**config.mk**
```make
export PLATFORM = sky130hd
export DESIGN_NAME = imem_loader
export DESIGN_NICKNAME = d
export VERILOG_FILES = /design/src/rtl/imem_pkg.sv /design/src/rtl/byte_assembler.sv /design/src/rtl/imem_loader.sv
export SDC_FILE = /design/constraint.sdc
export NUM_CORES = 1
export LEC_CHECK = 0
export ABC_AREA = 1
export CORE_AREA = 2 2 288 176
export CTS_CLUSTER_SIZE = 8
export DETAILED_ROUTE_END_ITERATION = 10
export DIE_AREA = 0 0 290 178
export PLACE_DENSITY_LB_ADDON = 0.1
export SLEW_MARGIN = 20
export SYNTH_ARGS = -nofsm -noshare
export SYNTH_HDL_FRONTEND = slang
export SYNTH_SLANG_ARGS = --single-unit
```
**constraint.sdc**
```tcl
create_clock -name clk -period 2.1 [get_ports clk]
set_input_delay 0.63 -clock clk [delete_from_list [all_inputs] [get_ports clk]]
set_output_delay 0.63 -clock clk [all_outputs]
set_load 0.03 [all_outputs]
```
**src/rtl/imem_pkg.sv**
```systemverilog
// Shared constants, FSM state type and count check for the instruction-memory loader.
package imem_pkg;

    localparam int DEPTH          = 8;
    localparam int ADDR_W         = 4;
    localparam int DATA_W         = 32;
    localparam int BYTES_PER_WORD = 4;

    localparam int PTR_W = $clog2(DEPTH);
    localparam int CNT_W = ADDR_W + 1;
    localparam int IDX_W = $clog2(BYTES_PER_WORD);

    localparam logic [DATA_W-1:0] NOP_WORD = 32'h0;

    typedef enum logic [1:0] {
        IDLE,
        LOADING,
        READY
    } state_e;

    // A session must load between one word and the full memory.
    function automatic logic count_legal(input logic [CNT_W-1:0] cnt);
        return (cnt != '0) && (cnt <= CNT_W'(DEPTH));
    endfunction

endpackage

```
**src/rtl/byte_assembler.sv**
```systemverilog
// Collects little-endian program bytes into a word; flags the word on its last byte.
module byte_assembler
    import imem_pkg::*;
(
    input  logic              clk,
    input  logic              rst_n,
    input  logic              clear_i,
    input  logic              byte_en_i,
    input  logic [7:0]        byte_i,
    output logic [DATA_W-1:0] word_o,
    output logic              word_valid_o
);

    localparam logic [IDX_W-1:0] LAST_IDX = IDX_W'(BYTES_PER_WORD - 1);

    logic [IDX_W-1:0]  byte_idx_q, byte_idx_d;
    logic [DATA_W-9:0] low_bytes_q, low_bytes_d;

    always_comb begin
        // NOTE: defaults first on every combinational output, so no path can infer a latch.
        byte_idx_d  = byte_idx_q;
        low_bytes_d = low_bytes_q;
        if (clear_i) begin
            byte_idx_d  = '0;
            low_bytes_d = '0;
        end else if (byte_en_i) begin
            if (byte_idx_q != LAST_IDX) begin
                low_bytes_d[8*byte_idx_q +: 8] = byte_i;
            end
            byte_idx_d = byte_idx_q + IDX_W'(1);
        end
    end

    always_ff @(posedge clk or negedge rst_n) begin
        if (!rst_n) begin
            byte_idx_q  <= '0;
            low_bytes_q <= '0;
        end else begin
            byte_idx_q  <= byte_idx_d;
            low_bytes_q <= low_bytes_d;
        end
    end

    // The top byte bypasses the register so the word is written on the edge that accepts it.
    assign word_o       = {byte_i, low_bytes_q};
    assign word_valid_o = byte_en_i && !clear_i && (byte_idx_q == LAST_IDX);

endmodule

```
**src/rtl/imem_loader.sv**
```systemverilog
// Instruction memory: byte-serial program load session, then one-cycle fetch reads.
module imem_loader
    import imem_pkg::*;
(
    input  logic              clk,
    input  logic              rst_n,
    input  logic              load_start,
    input  logic [ADDR_W:0]   word_count,
    input  logic              byte_valid,
    input  logic [7:0]        byte_data,
    output logic              byte_ready,
    output logic              load_done,
    output logic              load_err,
    input  logic              fetch_req,
    input  logic [ADDR_W-1:0] fetch_addr,
    output logic              fetch_valid,
    output logic [DATA_W-1:0] fetch_data,
    output logic              fetch_err
);

    state_e             state_q, state_d;
    logic [CNT_W-1:0]   count_q, count_d;
    logic [CNT_W-1:0]   loaded_cnt_q, loaded_cnt_d;
    logic [PTR_W-1:0]   wr_ptr_q, wr_ptr_d;
    logic               load_err_q, load_err_d;
    logic [DATA_W-1:0]  mem_q [DEPTH];

    logic               fetch_valid_q;
    logic [DATA_W-1:0]  fetch_data_q;
    logic               fetch_err_q;

    logic               asm_clear;
    logic               byte_accept;
    logic [DATA_W-1:0]  asm_word;
    logic               asm_word_valid;
    logic               mem_we;
    logic               fetch_hit;

    // A restarting load_start blocks byte acceptance for that cycle.
    assign byte_ready  = (state_q == LOADING) && !load_start;
    assign load_done   = (state_q == READY);
    assign load_err    = load_err_q;
    assign byte_accept = byte_valid && byte_ready;

    byte_assembler u_byte_assembler (
        .clk          (clk),
        .rst_n        (rst_n),
        .clear_i      (asm_clear),
        .byte_en_i    (byte_accept),
        .byte_i       (byte_data),
        .word_o       (asm_word),
        .word_valid_o (asm_word_valid)
    );

    always_comb begin
        state_d      = state_q;
        count_d      = count_q;
        wr_ptr_d     = wr_ptr_q;
        loaded_cnt_d = loaded_cnt_q;
        load_err_d   = 1'b0;
        asm_clear    = 1'b0;
        mem_we       = 1'b0;

        if (load_start) begin
            asm_clear = 1'b1;
            if (count_legal(word_count)) begin
                state_d      = LOADING;
                count_d      = word_count;
                wr_ptr_d     = '0;
                loaded_cnt_d = '0;
            end else begin
                load_err_d = 1'b1;
                if (state_q == LOADING) begin
                    state_d = IDLE;
                end
            end
        end else if ((state_q == LOADING) && asm_word_valid) begin
            mem_we   = 1'b1;
            wr_ptr_d = wr_ptr_q + PTR_W'(1);
            if (CNT_W'(wr_ptr_q) + CNT_W'(1) == count_q) begin
                state_d      = READY;
                loaded_cnt_d = count_q;
            end
        end
    end

    always_ff @(posedge clk or negedge rst_n) begin
        // NOTE: sequential state uses non-blocking assignments so every register sees pre-edge values.
        if (!rst_n) begin
            state_q      <= IDLE;
            count_q      <= '0;
            loaded_cnt_q <= '0;
            wr_ptr_q     <= '0;
            load_err_q   <= 1'b0;
        end else begin
            state_q      <= state_d;
            count_q      <= count_d;
            loaded_cnt_q <= loaded_cnt_d;
            wr_ptr_q     <= wr_ptr_d;
            load_err_q   <= load_err_d;
        end
    end

    always_ff @(posedge clk or negedge rst_n) begin
        // NOTE: the array is cleared on reset because stale words must never be fetchable; this rules out a RAM macro.
        if (!rst_n) begin
            for (int i = 0; i < DEPTH; i++) begin
                mem_q[i] <= NOP_WORD;
            end
        end else if (mem_we) begin
            mem_q[wr_ptr_q] <= asm_word;
        end
    end

    // Reads see pre-edge state, so a fetch alongside the final write still reports an error.
    assign fetch_hit = (state_q == READY) && (CNT_W'(fetch_addr) < loaded_cnt_q);

    always_ff @(posedge clk or negedge rst_n) begin
        if (!rst_n) begin
            fetch_valid_q <= 1'b0;
            fetch_data_q  <= NOP_WORD;
            fetch_err_q   <= 1'b0;
        end else begin
            fetch_valid_q <= fetch_req;
            if (fetch_req) begin
                fetch_data_q <= fetch_hit ? mem_q[fetch_addr[PTR_W-1:0]] : NOP_WORD;
                fetch_err_q  <= !fetch_hit;
            end
        end
    end

    assign fetch_valid = fetch_valid_q;
    assign fetch_data  = fetch_data_q;
    assign fetch_err   = fetch_err_q;

endmodule

```
Yosys cells after proc, flatten, opt, wreduce, memory -nomap -nowiden
Cells that the tools add are included.

Logic and storage cells: 89. Register bits: 332. Output and inout port bits: 37.

Shift-type cells: 2. Mux-type cells: 30. Add/sub/neg operators: 4. Equal/unequal tests: 7. Magnitude comparators: 5. Bitwise logic cells: 2. Reduce and logical (&&, ||, !) cells: 21.

Operator list (number): bitwise mux 256 bit (1); 2-to-1 mux 32 bit (4); binary-select mux 32 bit (select 3 bit) (1); demux 32 bit (select 3 bit) (1); 2-to-1 mux 24 bit (3); negation 5 -> 34 bit (1); variable shift 8 x 34 -> 24 bit (first input constant) (1); variable part select 8 x 34 -> 24 bit (1); bitwise mux 24 bit (1); 2-to-1 mux 5 bit (4); 2-to-1 mux 2 bit (7); 2-to-1 mux 3 bit (3); greater-or-equal comparator 4 bit (second input constant) (2); logical AND 1 bit (8); inverter 3 -> 4 bit (2); nonzero test 2 bit (4); AND reduction 2 bit (3); AND reduction 3 bit (2); equality test 4 x 5 -> 1 bit (1); <= comparator 5 x 4 -> 1 bit (second input constant) (1); < comparator 4 x 5 -> 1 bit (1); 2-to-1 mux 1 bit (5); nonzero test 5 bit (1); adder 3 x 1 -> 4 bit (second input constant) (1); other kinds (9) (12).

Depth between registers and ports, before layout
Depth after elaboration: 8. Mapped depth: 11. Depth with buffers taken out: 11.

By module
Synthesis repeated with hierarchy kept, for this count alone.

Cell total of the unflattened synthesis: 1823. Area, all modules: 15202.1 um^2.

By module, submodules not included: imem_loader (times used 1, cells an instance 1628, area each 13739.4 um^2); byte_assembler (times used 1, cells an instance 195, area each 1462.7 um^2).

Least setup slack after synthesis
No wires, ideal clock.

Path kind: input to output. Start point: in load_start. End point: out byte_ready. Stages: 2. Arrival time: 1.247 ns. Slack: 0.223 ns. Required time: 1.470 ns. Cells stage by stage: clkbuf_1 -> nor2_1.

Longest elaborated chain between the ends: 2.

Ends and longest elaborated chain: start: declaration (line imem_loader.sv:7) `input logic load_start,`; logical NOT 1 bit (line imem_loader.sv:40) `assign byte_ready = (state_q == LOADING) && !load_start;`; logical AND 1 bit (line imem_loader.sv:40); end: declaration (line imem_loader.sv:11) `output logic byte_ready,`.

Every way passes these cells.

Worst setup path in the final report
Start point: reg fetch_data_q[8] (netlist: fetch_data[8]). End point: out fetch_data[8].

RTL lines: start: declaration (line imem_loader.sv:29) `logic [DATA_W-1:0] fetch_data_q;`; start signal: assignment (line imem_loader.sv:126) `fetch_data_q <= fetch_hit ? mem_q[fetch_addr[PTR_W-1:0]] : NOP_WORD;`; end: declaration (line imem_loader.sv:17) `output logic [DATA_W-1:0] fetch_data,`.

No word-level cell between the ends.

==> results.toml <==
[timing]
maxSlewHeadroom_pct = 60.8
worst_pin_slew_ns = 0.586
final.setup.tns_ns = 0
skew_ns = 0.0128
finalHoldViolations = 0
rsz0062_at_grt = "true"
setup_viol = 0
fmaxAchievable_ghz = 0.489
fin_crit_sh_pct = 97.5
period_needed_ns = 2.05
slew_viol_final = 0

[final_layout]
area_growth_pct = 21.1
n_antenna_cell = 0
multiInputGateArea_mm2 = 0.00559
seqCellArea_mm2 = 0.00831
drive_above_1_share_pct = 8.04
finalInstanceArea_mm2 = 0.0177
nets = 1833
fillers = 5080
final_core_util_pct = 36.1

[logic_synthesis]
yosysWarnings = 0
synth_largest_area_cell = "dfrtp_1"
ys_ff_latch = 332
synth-async-reset-ratio_pct = 100
syn_area_per_cell_um2 = 8.37
yosysUniqueCellTypes = 28
synth_area_mm2 = 0.0146
yosysTopAreaCellShare_pct = 57.0
syn_inst = 1741
synthTopCellsByArea = "dfrtp_1, nand2_1, o21ai_0, nand3_1, nor2_1"
synth_edf_count = 0
synth_common_cells = "nand2_1, o21ai_0, dfrtp_1"
syn_nets = 1771
synth.most_common_cell = "nand2_1"
synthFlopType = "dfrtp_1"
synth-seq-area-share_pct = 57.0

[global_route]
globalRoute.totalOverflow = 0
antenna_found_initial = 0
grt_usage_pct = 18.4
grt_max_degree = 74
grt_pass1_wl_um = 73500
grt_pass1_vias = 11878

[die]
dieHeight_um = 178
die_width_um = 290
io_pins = 59
coreArea_mm2 = 0.0490
rows = 63
initial_core_util_pct = 29.8
die_area_mm2 = 0.0516

[job]
cap_violations = 0

[placement]
place_area_mm2 = 0.0164
place.gp.congestion = 0.749
io_buffers = 58
hpwl_um = 28200

[clocking]
clock_sinks = 332
cts_max_level = 2
cts_tree = "yes"
root_buffer = "clkbuf_16"
numCtsBuffers = 47
path_clk_slew_ns = 0.05
cts_setup_buffers = 0
insertion_delay_ns = 0.55
ctsLongestPathBuffers = 3

[worst_setup_path]
path_max_fanout = 2
critical_path_class = "reg -> out"
crit_arrival_ns = 1.42
cp-start-kind = "flop"
crit_slowest_cell = "clkdlybuf4s15_1"
cpPeakStageDelay_ns = 0.46
endpoint_kind = "primary output"
cp.required_ns = 1.47
crit_family = "buffers and inverters"
crit_path_cell_trace = "clkdlybuf4s15_1"
cp.buffers_inverters = 1

[power]
ir_drop_v = 0.000555
leakage_nw = 8.06
p_per_area_mw_per_mm2 = 829

[route]
vias = 11780
drcViolationCount = 0
routed_wl_um = 45800
drt_iter0_markers = 990
ant_nets = 0
dr.pass1.iters = 5
wl_per_cell_um = 18.7
vias_per_cell = 4.80

[min_path]
hold_path.class = "reg -> reg"

[status]
status = "finished, final reports clean"
cell type report:
type                    instances  area share, %
repair buffers                128           8.20
clock inverters                 1          0.170
flip-flops and latches        332           47.1
clock buffers                  49           6.94
multi-input cells            1229           31.6
well taps                     650           4.61
inverters                      65           1.40
stage by stage:
step | total power, mW | hold WS, ns | setup slack (ns) | std cells
floorplan | 7.23 | 0.334 | 0.223 | 1741
global placement | 7.87 | 0.456 | -0.189 | 2403
detailed placement | 7.87 | 0.459 | -0.201 | 2403
CTS | 14.9 | 0.475 | -0.0764 | 2454
global route | 15.3 | 0.489 | -0.0199 | 2454
finish | 14.6 | 0.471 | 0.0530 | 2454
where the power goes:
part	switching, mW	internal, mW
logic	0.834	0.362
clock network	2.71	4.17
registers	0.0469	6.50
path summary, 6_finish.rpt:
kind	from	to	slack, ns	cells after the start
max	fetch_data[8]	fetch_data[8]	0.05	1
min	count_q[4]	count_q[4]	0.47	2
max reg2reg	u_byte_assembler.byte_idx_q[0]	u_byte_assembler.low_bytes_q[9]	0.41	8
min reg2reg	count_q[4]	count_q[4]	0.47	2
max in group asynchronous	rst_n	wr_ptr_q[0]	0.75	3
min in group asynchronous	rst_n	mem_q[227]	0.58	2
state kept, by name, indices dropped and copies added, names as in the netlist:
signal / cells
mem_q: 256
fetch_data: 32
u_byte_assembler.low_bytes_q: 24
count_q: 5
loaded_cnt_q: 5
wr_ptr_q: 3
state_q: 2
u_byte_assembler.byte_idx_q: 2
fetch_err: 1
fetch_valid: 1
load_err: 1
cell usage in the layout (no fill, tap or decap), types with 2 or more instances in the layout:
cell               n
nor2_1           118
inv_1             61
nand3_1          128
nand2_1          532
nand4_1            3
o211ai_1          31
clkbuf_16         49
buf_6              2
clkdlybuf4s50_1   16
ha_1               8
o21ai_0          347
dfrtp_1          332
nand4_4            2
nand3_4            2
nand2_2            3
inv_2              3
nor2_4             3
buf_4             39
dlygate4sd2_1     35
o21ai_1            8
a21oi_1           35
buf_2              2
buf_12            31
nand3_2            2
worst min-delay path, stage by stage (launching register included):
cell and delay (ns):
dfrtp_1 0.34, nand2_1 0.05, inv_1 0.04
routing by layer:
layer	share of wire [%]	global-route usage [%]	vias up
met5	0	0	-
met1	54	28.7	5701
met3	3.3	2.57	65
li1	-	-	5825
met4	1.7	4.04	0
met2	41	26.9	189
what timing repair did:
item                                    in CTS  in global routing
endpoints found under the setup margin      37                  2
hold buffers                                 1                  0
endpoints found under the hold margin       29                  0
resized for setup                           41                  6
pin swaps                                    0                  1
cell families after synthesis:
logic type | after synthesis | synth area share (%)
adder cells (fa/ha/maj) | 8 | 0.687
flip-flops | 332 | 57.0
XOR/XNOR | 1 | 0.0601
AO/OA/AOI/OAI | 422 | 15.0
buffers and inverters | 180 | 4.86
AND/OR/NAND/NOR | 798 | 22.3
No activity file was read; power rests on OpenSTA's default activity.
